--- config.mk ---
export PLATFORM = sky130hd
export DESIGN_NAME = mem_access_ctrl
export DESIGN_NICKNAME = d
export VERILOG_FILES = /design/src/rtl/mem_access_ctrl.sv
export SDC_FILE = /design/constraint.sdc
export NUM_CORES = 1
export LEC_CHECK = 0
export ABC_CLOCK_PERIOD_IN_PS = 3800
export BUFFER_PORTS_ARGS = -buffer_cell sky130_fd_sc_hd__clkbuf_2
export CAP_MARGIN = 0
export CORE_AREA = 5 5 125 127
export CTS_BUF_LIST = sky130_fd_sc_hd__clkbuf_16
export CTS_CLUSTER_DIAMETER = 120
export DETAILED_ROUTE_END_ITERATION = 12
export DIE_AREA = 0 0 130 132
export PLACE_DENSITY_LB_ADDON = 0.15
export SETUP_SLACK_MARGIN = 0.4
export SLEW_MARGIN = 10
export SYNTH_ARGS = -nofsm -noshare
export SYNTH_HDL_FRONTEND = slang
export SYNTH_SLANG_ARGS = --single-unit
--- constraint.sdc ---
create_clock -name clk -period 3.8 [get_ports clk]
set_clock_uncertainty 0.05 [all_clocks]
set_input_delay 1.14 -clock clk [delete_from_list [all_inputs] [get_ports clk]]
set_output_delay 1.14 -clock clk [all_outputs]
set_load 0.01 [all_outputs]
--- src/rtl/mem_access_ctrl.sv ---
// Initiator side of the multicycle unified instruction/data memory port: arbitrates fetch vs load/store
// requests, drives the memory control/address lines and holds returned data. Optional macro: MEM_ADDR_CHECK_EN.
module mem_access_ctrl #(
    parameter int D_PRIORITY = 1,
    parameter int MEM_WORDS  = 128
) (
    input  logic        clk,
    input  logic        resetn,
    input  logic        if_req,
    input  logic [31:0] if_pc,
    output logic        if_ack,
    output logic [31:0] if_instr,
    input  logic        d_req,
    input  logic        d_we,
    input  logic [31:0] d_addr,
    input  logic [31:0] d_wdata,
    output logic        d_ack,
    output logic [31:0] d_rdata,
    output logic        busy,
    output logic        fault,
    output logic [31:0] mem_pc,
    output logic [31:0] mem_dataaddr,
    output logic [31:0] mem_writedata,
    output logic        mem_iord,
    output logic        mem_irwrite,
    output logic        mem_we,
    input  logic [31:0] mem_instr,
    input  logic [31:0] mem_readdata
);

    localparam logic [2:0] ST_IDLE     = 3'd0;
    localparam logic [2:0] ST_IF_ISSUE = 3'd1;
    localparam logic [2:0] ST_IF_DONE  = 3'd2;
    localparam logic [2:0] ST_LD_ISSUE = 3'd3;
    localparam logic [2:0] ST_LD_DONE  = 3'd4;
    localparam logic [2:0] ST_ST_ISSUE = 3'd5;
    localparam logic [2:0] ST_ST_DONE  = 3'd6;

    logic [2:0]  state_q, state_d;
    logic        arb_en_s, if_pend_s, d_pend_s;
    logic        grant_if_s, grant_d_s;
    logic        issue_fault_s, in_issue_s;
    logic [31:0] pc_q, daddr_q, wdata_q;
    logic        iord_q, irwrite_q, we_q;
    logic        if_ack_q, d_ack_q, busy_q, acc_fault_q;
    logic [31:0] if_instr_q, d_rdata_q;

    // Arbitration; the port acked in a DONE cycle is masked so its still-high req is not re-issued
    always_comb begin
        arb_en_s  = 1'b0;
        if_pend_s = if_req;
        d_pend_s  = d_req;
        case (state_q)
            ST_IDLE: begin
                arb_en_s = 1'b1;
            end
            ST_IF_DONE: begin
                arb_en_s  = 1'b1;
                if_pend_s = 1'b0;
            end
            ST_LD_DONE, ST_ST_DONE: begin
                arb_en_s = 1'b1;
                d_pend_s = 1'b0;
            end
            default: begin
                arb_en_s = 1'b0;
            end
        endcase
        grant_if_s = 1'b0;
        grant_d_s  = 1'b0;
        if (arb_en_s) begin
            if (if_pend_s && d_pend_s) begin
                grant_d_s  = (D_PRIORITY != 0);
                grant_if_s = (D_PRIORITY == 0);
            end else begin
                grant_d_s  = d_pend_s;
                grant_if_s = if_pend_s;
            end
        end else begin
            grant_if_s = 1'b0;
            grant_d_s  = 1'b0;
        end
    end

    // Next-state decode; unknown encodings fall back to IDLE through the default arm
    always_comb begin
        state_d = ST_IDLE;
        case (state_q)
            ST_IF_ISSUE: state_d = ST_IF_DONE;
            ST_LD_ISSUE: state_d = ST_LD_DONE;
            ST_ST_ISSUE: state_d = ST_ST_DONE;
            default: begin
                if (grant_d_s) begin
                    state_d = d_we ? ST_ST_ISSUE : ST_LD_ISSUE;
                end else if (grant_if_s) begin
                    state_d = ST_IF_ISSUE;
                end else begin
                    state_d = ST_IDLE;
                end
            end
        endcase
    end

    assign in_issue_s = (state_q == ST_IF_ISSUE) || (state_q == ST_LD_ISSUE) ||
                        (state_q == ST_ST_ISSUE);

`ifdef MEM_ADDR_CHECK_EN
    localparam logic [29:0] WORD_LIMIT = 30'(MEM_WORDS);

    function automatic logic addr_bad(input logic [31:0] addr);
        return (addr[1:0] != 2'b00) || (addr[31:2] >= WORD_LIMIT);
    endfunction

    assign issue_fault_s = grant_d_s ? addr_bad(d_addr) : addr_bad(if_pc);

    logic fault_q;

    // Fault pulse lines up with the ack of the faulting access
    always_ff @(posedge clk or negedge resetn) begin
        if (!resetn) begin
            fault_q <= 1'b0;
        end else begin
            fault_q <= in_issue_s && acc_fault_q;
        end
    end

    assign fault = fault_q;
`else
    assign issue_fault_s = 1'b0;
    assign fault         = 1'b0;
`endif

    // Main state and output registers; control outputs are decoded from the next state so they
    // align with the ISSUE/DONE cycles and clear asynchronously with reset
    always_ff @(posedge clk or negedge resetn) begin
        if (!resetn) begin
            state_q     <= ST_IDLE;
            pc_q        <= 32'd0;
            daddr_q     <= 32'd0;
            wdata_q     <= 32'd0;
            iord_q      <= 1'b0;
            irwrite_q   <= 1'b0;
            we_q        <= 1'b0;
            if_ack_q    <= 1'b0;
            d_ack_q     <= 1'b0;
            busy_q      <= 1'b0;
            acc_fault_q <= 1'b0;
            if_instr_q  <= 32'd0;
            d_rdata_q   <= 32'd0;
        end else begin
            state_q <= state_d;
            busy_q  <= (state_d != ST_IDLE);
            if (grant_if_s) begin
                pc_q   <= if_pc;
                iord_q <= 1'b0;
            end else if (grant_d_s) begin
                daddr_q <= d_addr;
                wdata_q <= d_wdata;
                iord_q  <= 1'b1;
            end
            if (grant_if_s || grant_d_s) begin
                acc_fault_q <= issue_fault_s;
            end
            irwrite_q <= grant_if_s && !issue_fault_s;
            we_q      <= grant_d_s && d_we && !issue_fault_s;
            if_ack_q  <= (state_d == ST_IF_DONE);
            d_ack_q   <= (state_d == ST_LD_DONE) || (state_d == ST_ST_DONE);
            if ((state_q == ST_IF_DONE) && !acc_fault_q) begin
                if_instr_q <= mem_instr;
            end
            if ((state_q == ST_LD_DONE) && !acc_fault_q) begin
                d_rdata_q <= mem_readdata;
            end
        end
    end

    // Memory data registers are loaded by the issue cycle, so the DONE cycle forwards them directly
    assign if_instr = ((state_q == ST_IF_DONE) && !acc_fault_q) ? mem_instr : if_instr_q;
    assign d_rdata  = ((state_q == ST_LD_DONE) && !acc_fault_q) ? mem_readdata : d_rdata_q;

    assign if_ack        = if_ack_q;
    assign d_ack         = d_ack_q;
    assign busy          = busy_q;
    assign mem_pc        = pc_q;
    assign mem_dataaddr  = daddr_q;
    assign mem_writedata = wdata_q;
    assign mem_iord      = iord_q;
    assign mem_irwrite   = irwrite_q;
    assign mem_we        = we_q;

endmodule

==> metrics.yaml <==
drt:
  drt_first_pass_iters: 4
  num_vias: 4316
  wl_met2_um: 8370
  ant_nets: 0
  drt_iter0_drc: 121
  drt-met1-wl_um: 5840
  top_layer_used: "met4"
  avgViaCountPerCell: 4.77
  wl_met3_um: 1750
  finalWirelength_um: 16300
  wire_per_inst_um: 18.0
  drc: 0
synthesis:
  yosys.area_share.simple: 0.0133
  yosysUniqueCellTypes: 24
  muxShareOfSynthArea: 0.295
  netlist_area_um2: 6490
  synth_adder_area_share: 0
  synth_compound_area_frac: 0.00810
  synth_seq_cells: 169
  synthXorXnorAreaFrac: 0
  yosysSeqAreaShare: 0.652
  syn_avg_cell_area_um2: 17.6
  synth_top_family_by_area: "multiplexers"
  syn_nets: 534
  ys_warn_count: 0
  syn_inst: 369
global_routing:
  track_usage: 0.191
  overflow: 0
  grt_pass1_vias: 4711
  grt_pass1_wl_um: 25400
  antenna_found_initial: 0
  grt_max_degree: 83
power_and_ir_drop:
  power_density_nw_per_um2: 921
  leakage_nw: 4.49
  ir_worst_vdd_mv: 0.453
final_layout:
  fin_area_um2: 8820
  syn2layout_area_growth_pct: 35.9
  drive_gt1_frac: 0.683
  num-nets-final: 873
  antenna_cells: 0
timing:
  slew_headroom: 0.496
  tns_ps: 0
  max_clock_freq_mhz: 308
  period_minus_slack_ps: 3240
  finalCritPeriodShare: 0.853
  finalHoldWorstSlack_ps: 437
  hold_viol_final: 0
  setup_viol: 0
  worst_pin_slew_ps: 756
  rsz0062_at_grt: "false"
  slew_viol_final: 0
die:
  fp.dieH_um: 132
  die_w_um: 130
  rows: 44
  start_util: 0.453
  core_area_um2: 14300
  die_area_um2: 17200
  ios: 332
hold_path:
  hp-class: "reg -> reg"
clock_network:
  cts_setup_buffers: 0
  cts_max_path_buffers: 2
  ctsHtreeMaxLevel: 4
  clkTransAtPathRegs_ps: 60
  cts_tree: "done"
  clock_latency_ps: 410
  hold_buffers: 0
  cts-root-buf: "clkbuf_16"
  clock_sinks: 169
  numCtsBuffers: 17
worst_setup_path:
  crit_type: "reg -> out"
  startpoint_type: "flop"
  critPathRequiredTime_ps: 2610
  end_kind: "output pin"
  crit_arrival_ps: 2050
  cp_max_fo: 32
place:
  portBuffers: 330
  postPlaceCellArea_um2: 8260
  gp_congestion: 0.766
  place_hpwl_um: 12600
flow_run:
  max_cap_viol_count: 0
outcome:
  outcome: "finished, final reports clean"
cell usage in the layout (no fill, tap or decap), types with 2 or more instances in the layout:
master / netlist / layout
clkbuf_2: 0 / 329
dfrtp_1: 169 / 169
mux2_2: 94 / 94
mux2_1: 36 / 36
mux2_4: 30 / 30
clkbuf_16: 0 / 17
nand2b_1: 4 / 4
inv_1: 1 / 4
clkinv_2: 0 / 4
buf_4: 5 / 4
clkinv_1: 0 / 3
nor2_2: 2 / 2
and2_4: 1 / 2
nor2_1: 2 / 2
nand2_1: 2 / 2
bufinv_16: 0 / 2
clkinvlp_4: 0 / 2
buf_6: 8 / 2
buf_12: 3 / 2
critical path, cell delays in order, from the launching register on:
cell      delay (ps)
dfrtp_1          530
nand2b_1         130
nor2_2           120
buf_6            300
mux2_2           400
clkbuf_2         150
sequential cells by signal, summed over array words and instances, names as in the netlist:
register	flops
mem_we	1
state_q	3
mem_pc	32
mem_iord	1
d_rdata_q	32
busy	1
if_ack	1
mem_irwrite	1
if_instr_q	32
d_ack	1
mem_writedata	32
mem_dataaddr	32
worst paths after layout:
check	start	cells after the start	slack [ps]	end
worst min-delay path	mem_dataaddr[27]$_DFFE_PN0P_	1	440	mem_dataaddr[27]$_DFFE_PN0P_
worst max register to register	state_q[1]$_DFF_PN0_	4	1840	mem_pc[9]$_DFFE_PN0P_
worst max-delay path	state_q[2]$_DFF_PN0_	5	560	d_rdata[10]
max in group asynchronous	resetn	2	2200	mem_dataaddr[28]$_DFFE_PN0P_
worst min register to register	mem_dataaddr[27]$_DFFE_PN0P_	1	440	mem_dataaddr[27]$_DFFE_PN0P_
min in group asynchronous	resetn	1	720	mem_pc[19]$_DFFE_PN0P_
synthesized netlist by cell type:
master | instances | area, um2
a31oi_1 | 1 | 6.26
inv_1 | 1 | 3.75
nand2b_1 | 4 | 25.0
buf_6 | 8 | 90.1
o21ai_0 | 1 | 5.00
mux2_4 | 30 | 450
buf_12 | 3 | 60.1
o21bai_4 | 1 | 18.8
buf_4 | 5 | 37.5
nor2_1 | 2 | 7.51
nand2_1 | 2 | 7.51
dfrtp_1 | 169 | 4230
nor2_2 | 2 | 12.5
mux2_2 | 94 | 1060
buf_2 | 2 | 10.0
nor3b_2 | 1 | 12.5
a211oi_1 | 1 | 7.51
conb_1 | 1 | 3.75
and2_1 | 1 | 6.26
and2_4 | 1 | 8.76
o21a_1 | 1 | 7.51
a21boi_0 | 1 | 7.51
mux2_1 | 36 | 405
or2_1 | 1 | 6.26
metal layers:
metal | GRT usage | vias up
met5 | 0 | -
met4 | 0.0733 | 0
met3 | 0.0802 | 21
met2 | 0.328 | 206
met1 | 0.210 | 2121
li1 | - | 1968
layout make-up:
cell class	count	area (um2)
clock buffer	17	425
multi-input combinational	182	2070
fill	1150	5500
clock inverter	14	118
sequential	169	4230
timing repair buffer	337	1740
tap	184	230
inverter	1	3.75
cell families after synthesis:
| kind of cell | after synthesis |
|---|---|
| AOI/OAI and AO/OA | 6 |
| buffers and inverters | 19 |
| DFF | 169 |
| muxes | 160 |
| other | 1 |
| and+or+nand+nor | 14 |
stage by stage:
step	setup slack, ps	util	total power [mW]	cells
finish	558	0.616	8.12	904
global route	416	0.616	8.63	904
global placement	912	0.577	6.48	872
floorplan	1190	-	5.18	369
CTS	405	0.615	8.24	903
detailed placement	864	0.577	6.60	872
power by group:
part	total, mW	switching [mW]	internal (mW)
registers	3.12	0.399	2.72
logic	3.41	1.68	1.72
clock network	1.60	0.655	0.943
repair_timing:
item | CTS | global route
gates resized for setup | 0 | 2
endpoints found under the setup margin | 0 | 64
endpoints found under the hold margin | 0 | 0
No activity file was read; power rests on OpenSTA's default activity.
